===== config.mk =====
export PLATFORM = sky130hd
export DESIGN_NAME = multicycle_control
export DESIGN_NICKNAME = d
export VERILOG_FILES = /design/src/rtl/multicycle_control.sv
export SDC_FILE = /design/constraint.sdc
export NUM_CORES = 1
export LEC_CHECK = 0
export CORE_MARGIN = 4
export CORE_UTILIZATION = 47
export CTS_BUF_LIST = sky130_fd_sc_hd__clkbuf_16
export DETAILED_ROUTE_END_ITERATION = 8
export GPL_ROUTABILITY_DRIVEN = 0
export GPL_TIMING_DRIVEN = 0
export PLACE_DENSITY = 0.8
export SYNTH_ARGS = -nofsm -noshare
export SYNTH_HDL_FRONTEND = slang
export SYNTH_SLANG_ARGS = --single-unit

===== constraint.sdc =====
create_clock -name clk -period 1.94 [get_ports clk]
set_input_delay 0.388 -clock clk [delete_from_list [all_inputs] [get_ports clk]]
set_output_delay 0.388 -clock clk [all_outputs]
set_load 0.02 [all_outputs]

===== src/rtl/multicycle_control.sv =====
// Main control FSM for the multicycle MIPS datapath.
// Sequences PC, memory port, IR, register file and the shared ALU, handshakes
// with a variable-latency memory via mem_ready, and halts on a memory timeout.
// Optional feature: define MULTICYCLE_CONTROL_ADDI_EN to decode addi (0x08)
// through the ADDIEX/ADDIWB states; otherwise 0x08 is an illegal opcode.
module multicycle_control #(
  parameter int MEM_WAIT_MAX = 15,
  parameter int CNT_W        = 8
) (
  input  logic       clk,
  input  logic       reset,
  input  logic [5:0] opcode,
  input  logic       mem_ready,
  output logic       pcwrite,
  output logic       pcwritecond,
  output logic       iord,
  output logic       memread,
  output logic       memwrite,
  output logic       irwrite,
  output logic       memtoreg,
  output logic       regdst,
  output logic       regwrite,
  output logic       alusrca,
  output logic [1:0] alusrcb,
  output logic [1:0] aluop,
  output logic [1:0] pcsource,
  output logic [3:0] state,
  output logic       illegal,
  output logic       err
);

  typedef enum logic [3:0] {
    FETCH  = 4'd0,
    DECODE = 4'd1,
    MEMADR = 4'd2,
    MEMRD  = 4'd3,
    MEMWB  = 4'd4,
    MEMWR  = 4'd5,
    EXEC   = 4'd6,
    ALUWB  = 4'd7,
    BRANCH = 4'd8,
    JUMP   = 4'd9,
    ADDIEX = 4'd10,
    ADDIWB = 4'd11,
    HALT   = 4'd15
  } state_t;

  localparam logic [5:0] OP_RTYPE = 6'h00;
  localparam logic [5:0] OP_LW    = 6'h23;
  localparam logic [5:0] OP_SW    = 6'h2B;
  localparam logic [5:0] OP_BEQ   = 6'h04;
  localparam logic [5:0] OP_J     = 6'h02;
  localparam logic [5:0] OP_ADDI  = 6'h08;

  localparam logic [CNT_W-1:0] WAIT_MAX = CNT_W'(MEM_WAIT_MAX);

  state_t           cur;
  logic [CNT_W-1:0] count;
  logic             err_q;

  // Dispatch target out of DECODE; FETCH doubles as the illegal-opcode exit.
  function automatic state_t decode_next(input logic [5:0] op);
    case (op)
      OP_RTYPE:      decode_next = EXEC;
      OP_LW, OP_SW:  decode_next = MEMADR;
      OP_BEQ:        decode_next = BRANCH;
      OP_J:          decode_next = JUMP;
`ifdef MULTICYCLE_CONTROL_ADDI_EN
      OP_ADDI:       decode_next = ADDIEX;
`endif
      default:       decode_next = FETCH;
    endcase
  endfunction

  function automatic logic opcode_known(input logic [5:0] op);
    case (op)
      OP_RTYPE, OP_LW, OP_SW, OP_BEQ, OP_J: opcode_known = 1'b1;
`ifdef MULTICYCLE_CONTROL_ADDI_EN
      OP_ADDI:                              opcode_known = 1'b1;
`endif
      default:                              opcode_known = 1'b0;
    endcase
  endfunction

  // Where a memory-wait state goes once the access completes.
  function automatic state_t mem_done(input state_t s);
    case (s)
      FETCH:   mem_done = DECODE;
      MEMRD:   mem_done = MEMWB;
      default: mem_done = FETCH;
    endcase
  endfunction

  // State register, watchdog counter and sticky timeout flag.
  // NOTE: every register here uses <= so all updates see pre-edge values.
  always_ff @(posedge clk) begin
    if (reset) begin
      cur   <= FETCH;
      count <= '0;
      err_q <= 1'b0;
    end else begin
      case (cur)
        FETCH, MEMRD, MEMWR: begin
          if (mem_ready) begin
            // A completing access beats a timeout in the same cycle.
            cur   <= mem_done(cur);
            count <= '0;
          end else if (count == WAIT_MAX) begin
            cur   <= HALT;
            count <= '0;
            err_q <= 1'b1;
          end else if (count < WAIT_MAX) begin
            count <= count + 1'b1;
          end
        end
        DECODE: begin
          cur   <= decode_next(opcode);
          count <= '0;
        end
        MEMADR: begin
          cur   <= (opcode == OP_SW) ? MEMWR : MEMRD;
          count <= '0;
        end
        EXEC: begin
          cur   <= ALUWB;
          count <= '0;
        end
`ifdef MULTICYCLE_CONTROL_ADDI_EN
        ADDIEX: begin
          cur   <= ADDIWB;
          count <= '0;
        end
`endif
        HALT: begin
          cur   <= HALT;
          count <= '0;
        end
        default: begin
          // MEMWB, ALUWB, BRANCH, JUMP, ADDIWB and unused encodings.
          cur   <= FETCH;
          count <= '0;
        end
      endcase
    end
  end

  assign state = cur;

  // Moore output decode; only FETCH looks at mem_ready, and reset forces zero.
  always_comb begin
    // NOTE: every output gets a default first so no path leaves a latch.
    pcwrite     = 1'b0;
    pcwritecond = 1'b0;
    iord        = 1'b0;
    memread     = 1'b0;
    memwrite    = 1'b0;
    irwrite     = 1'b0;
    memtoreg    = 1'b0;
    regdst      = 1'b0;
    regwrite    = 1'b0;
    alusrca     = 1'b0;
    alusrcb     = 2'd0;
    aluop       = 2'd0;
    pcsource    = 2'd0;
    illegal     = 1'b0;
    err         = err_q & ~reset;
    if (!reset) begin
      case (cur)
        FETCH: begin
          memread = 1'b1;
          alusrcb = 2'd1;
          irwrite = mem_ready;
          pcwrite = mem_ready;
        end
        DECODE: begin
          alusrcb = 2'd3;
          illegal = ~opcode_known(opcode);
        end
        MEMADR: begin
          alusrca = 1'b1;
          alusrcb = 2'd2;
        end
        MEMRD: begin
          memread = 1'b1;
          iord    = 1'b1;
        end
        MEMWB: begin
          regwrite = 1'b1;
          memtoreg = 1'b1;
        end
        MEMWR: begin
          memwrite = 1'b1;
          iord     = 1'b1;
        end
        EXEC: begin
          alusrca = 1'b1;
          aluop   = 2'd2;
        end
        ALUWB: begin
          regwrite = 1'b1;
          regdst   = 1'b1;
        end
        BRANCH: begin
          alusrca     = 1'b1;
          aluop       = 2'd1;
          pcwritecond = 1'b1;
          pcsource    = 2'd1;
        end
        JUMP: begin
          pcwrite  = 1'b1;
          pcsource = 2'd2;
        end
        ADDIEX: begin
          alusrca = 1'b1;
          alusrcb = 2'd2;
        end
        ADDIWB: begin
          regwrite = 1'b1;
        end
        default: ;
      endcase
    end
  end

endmodule


==> results of run 1 <==
cell families (layout without fill, tap and decap cells):
group | count (synthesis) | in the layout | share of synthesized area [%]
xor+xnor | 7 | 7 | 5.83
compound gates | 31 | 31 | 22.5
flops | 13 | 13 | 24.8
fa+ha+maj | 1 | 1 | 1.19
buf+inv | 13 | 50 | 6.67
simple gates | 66 | 66 | 39.0
what timing repair did:
action,CTS,global route
setup buffers,3,0
endpoints found under the setup margin,18,11
gates resized for setup,86,18
pin swaps,1,0
metrics by stage:
stage          util (%)  area, um^2  TNS [ns]  setup slack, ns  power, mW
2_1_floorplan         -        1070         0           0.0163       1.38
3_3_place_gp       68.6        1400    -10.86           -0.843       1.83
3_5_place_dp       68.6        1400    -11.46           -0.852       1.85
4_1_cts            74.2        1520         0          0.00441       2.25
5_1_grt            75.4        1540   -0.0150         -0.00843       2.48
6_report           75.4        1540         0           0.0446       2.33
synth_stat cells (4+ instances only):
library cell / instances
xor2_1: 4
nand2b_1: 7
nor2_1: 8
and2_1: 5
dfxtp_1: 13
o21ai_1: 4
nor3_1: 9
a21oi_1: 6
nand2_1: 9
clkbuf_1: 4
nand3_1: 4
nor2b_1: 4
sequential cells by signal, indices dropped and copies added (netlist names):
register	cells
count	8
state	4
err_q	1
worst reg2reg max path: cells and delay by family, from the launching register on:
family / cells / cell delay, ns
AOI/OAI and AO/OA: 3 / 0.84
buffers and inverters: 2 / 0.30
DFF: 1 / 0.34
final timing paths:
kind         slack, ns       end  depth (start not counted)     start
max               0.04  aluop[1]                          5     reset
min               0.46     err_q                          2     err_q
max reg2reg       0.38  state[3]                          5  state[1]
min reg2reg       0.46     err_q                          2     err_q
power groups by stage:
stage	clock network, mW	logic (mW)	registers, mW
finish	0.375	1.58	0.370
detailed placement	0	1.48	0.365
global route	0.394	1.71	0.376
global placement	0	1.46	0.362
CTS	0.379	1.50	0.366
floorplan	0	0.974	0.406
area by class of cell:
class	count	area [um^2]	area share, %
clock buffer	3	75.1	4.88
sequential	13	262	17.0
tap	27	33.8	2.20
multi-input combinational	105	782	50.8
clock inverter	1	3.75	0.244
timing repair buffer	33	260	16.9
inverter	2	7.51	0.488
buffer	11	115	7.48
cells in the final DEF, fill, tap and decap left out, types with 2 or more instances in the layout:
cell type / n
dfxtp_1: 12
dlygate4sd2_1: 11
nand2_1: 9
buf_2: 8
buf_4: 8
nor3_1: 7
buf_6: 6
a21oi_1: 6
nor2_1: 6
nand2b_1: 5
and2_1: 5
clkdlybuf4s50_1: 5
nor3_2: 4
xor2_1: 4
o21ai_1: 4
nand3_1: 4
nor2b_1: 3
nor2_2: 3
xnor2_1: 3
inv_1: 3
o21ai_0: 3
clkbuf_16: 3
clkbuf_8: 2
nor4_1: 2
nand2b_4: 2
nor4b_2: 2
a211oi_2: 2
a21boi_1: 2
or3_1: 2
a21oi_2: 2
clkbuf_2: 2
layer usage:
layer / part of all wire, % / global-route usage (%)
met1: 44 / 26.6
met2: 50 / 34.3
met3: 5.1 / 4.43
met4: 1.4 / 4.51
met5: 0 / 0
==> key figures, run 1 <==
Critical path
  • CP Capture Type: output port
  • Worst path cell trace: dlygate4sd2_1 > clkbuf_8 > buf_6 > nor3_1 > dlygate4sd2_1
  • WS Path Type: input pin to output port
  • CP delay by family, top: buffers and inverters
  • CP arrival: ~1.5 ns
  • Max stage delay on crit path: 0.37 ns
  • WP buf/inv: 4
  • Critical Path RT: around 1.6 ns
  • CP startpoint kind: input pin
  • Top cell by count, worst path: dlygate4sd2_1
  • Critical-path top delay cell: dlygate4sd2_1
  • Crit Path Max Fanout: 10

Clock tree
  • CTS buffer count: 3
  • Clock-pin slew on the worst setup and hold paths: about 0.040 ns
  • CTS root buf: clkbuf_16
  • Max clock buf depth: 2
  • Hold buffer count at CTS: 0
  • CTS tree: yes
  • Clock net sink count: 13
  • Clock Latency Late Sink: around 0.24 ns
  • Htree depth: 1

Route
  • DRT antenna net count: 0
  • Drt drc: 0
  • Avg WL per Cell: between 15 and 20 um
  • Vias per cell: between 5 and 6
  • Routed WL: 3040 um
  • Initial DRC count: 37
  • DRT Pass-1 Iters: 4
  • Total number of vias: ~1100

Global route
  • First-pass GRT wire length: ~5100 um
  • Remaining global-route overflow: 0
  • Largest net degree at the start of global routing: 11
  • Vias in the first global route: approximately 1000
  • Total GRT Usage: between 20% and 30%
  • Initial antenna violation count: 0

Die
  • Chip height: 55.3 um
  • Initial core utilization: between 50% and 60%
  • I/O Pins: 31
  • Core area: ~2000 um^2
  • DIE WIDTH: approximately 55 um
  • Core Rows: 16
  • DIE AREA: around 3000 um^2

Synth
  • Synth Area per Inst: ~8 um^2
  • Synth top area cells: dfxtp_1, nor3_1, nand2b_1
  • Synth Instances: ~130
  • Post-synth top area share: between 20% and 30%
  • Area of the mapped netlist: about 1100 um^2
  • Count of different cell masters after synthesis: 50
  • Sequential share of the synthesized area: 24.8%
  • Yosys top cell by area: dfxtp_1
  • Ys Warns: 0
  • Post-synth EDFFs: 0
  • FF+latch count, synth: 13
  • Synth Flop Type: dfxtp_1
  • FFs w/ async S/R, synth: 0%
  • Synthesized Nets: 141

Timing
  • Achievable Freq: 528 MHz
  • Final setup violation count: 0
  • Fin. Hold Viols: 0
  • Final period util: approximately 100%
  • Layout Skew: around 0.0015 ns
  • Slew Viols, Final: 0
  • Max-Slew Margin vs Limit: roughly 73%
  • Worst-Margin Slew: roughly 0.40 ns
  • Post-layout min period: roughly 1.9 ns
  • Tightest hold margin: approximately 0.46 ns

Flow run
  • Max cap viols: 0

Placed design
  • HPWL Detailed: ~2100 um
  • Placed Instances: ~190
  • PortBufs: 30

Layout
  • Ratio of cells with drive above 1 in the final layout: around a third
  • Fill count: between 150 and 200
  • Antenna fix cells: 0
  • Finished Layout Cells: 195
  • Area Growth Syn to Fin: 46.4%
  • Layout Nets: ~180

Pwr
  • Worst vdd ir: about 1200 uV
  • Comb power frac: between 60% and 70%
  • Internal power: between 1 and 1.5 mW
  • P_sw: between 1 and 1.5 mW
  • Clock share of power: between 10% and 20%
  • Net Sw Frac: a little under half
  • Leakage power: 0.653 nW
  • Pwr per Cell Area: roughly 1500 nW/um^2
  • Sequential share of power: about 16%

Run status
  • Status: complete, no violations

Worst hold path
  • Hold WC Path Type: flop to flop
No activity file was read; power rests on OpenSTA's default activity.
==> run 2: changes to the inputs <==
--- a/config.mk
+++ b/config.mk
@@ -8,6 +8,7 @@
 export CORE_MARGIN = 4
 export CORE_UTILIZATION = 47
 export CTS_BUF_LIST = sky130_fd_sc_hd__clkbuf_16
+export CTS_CLUSTER_DIAMETER = 30
 export DETAILED_ROUTE_END_ITERATION = 8
 export GPL_ROUTABILITY_DRIVEN = 0
 export GPL_TIMING_DRIVEN = 0
==> results of run 2 <==
The final DEF is identical to that of run 1; final timing and power are the same.
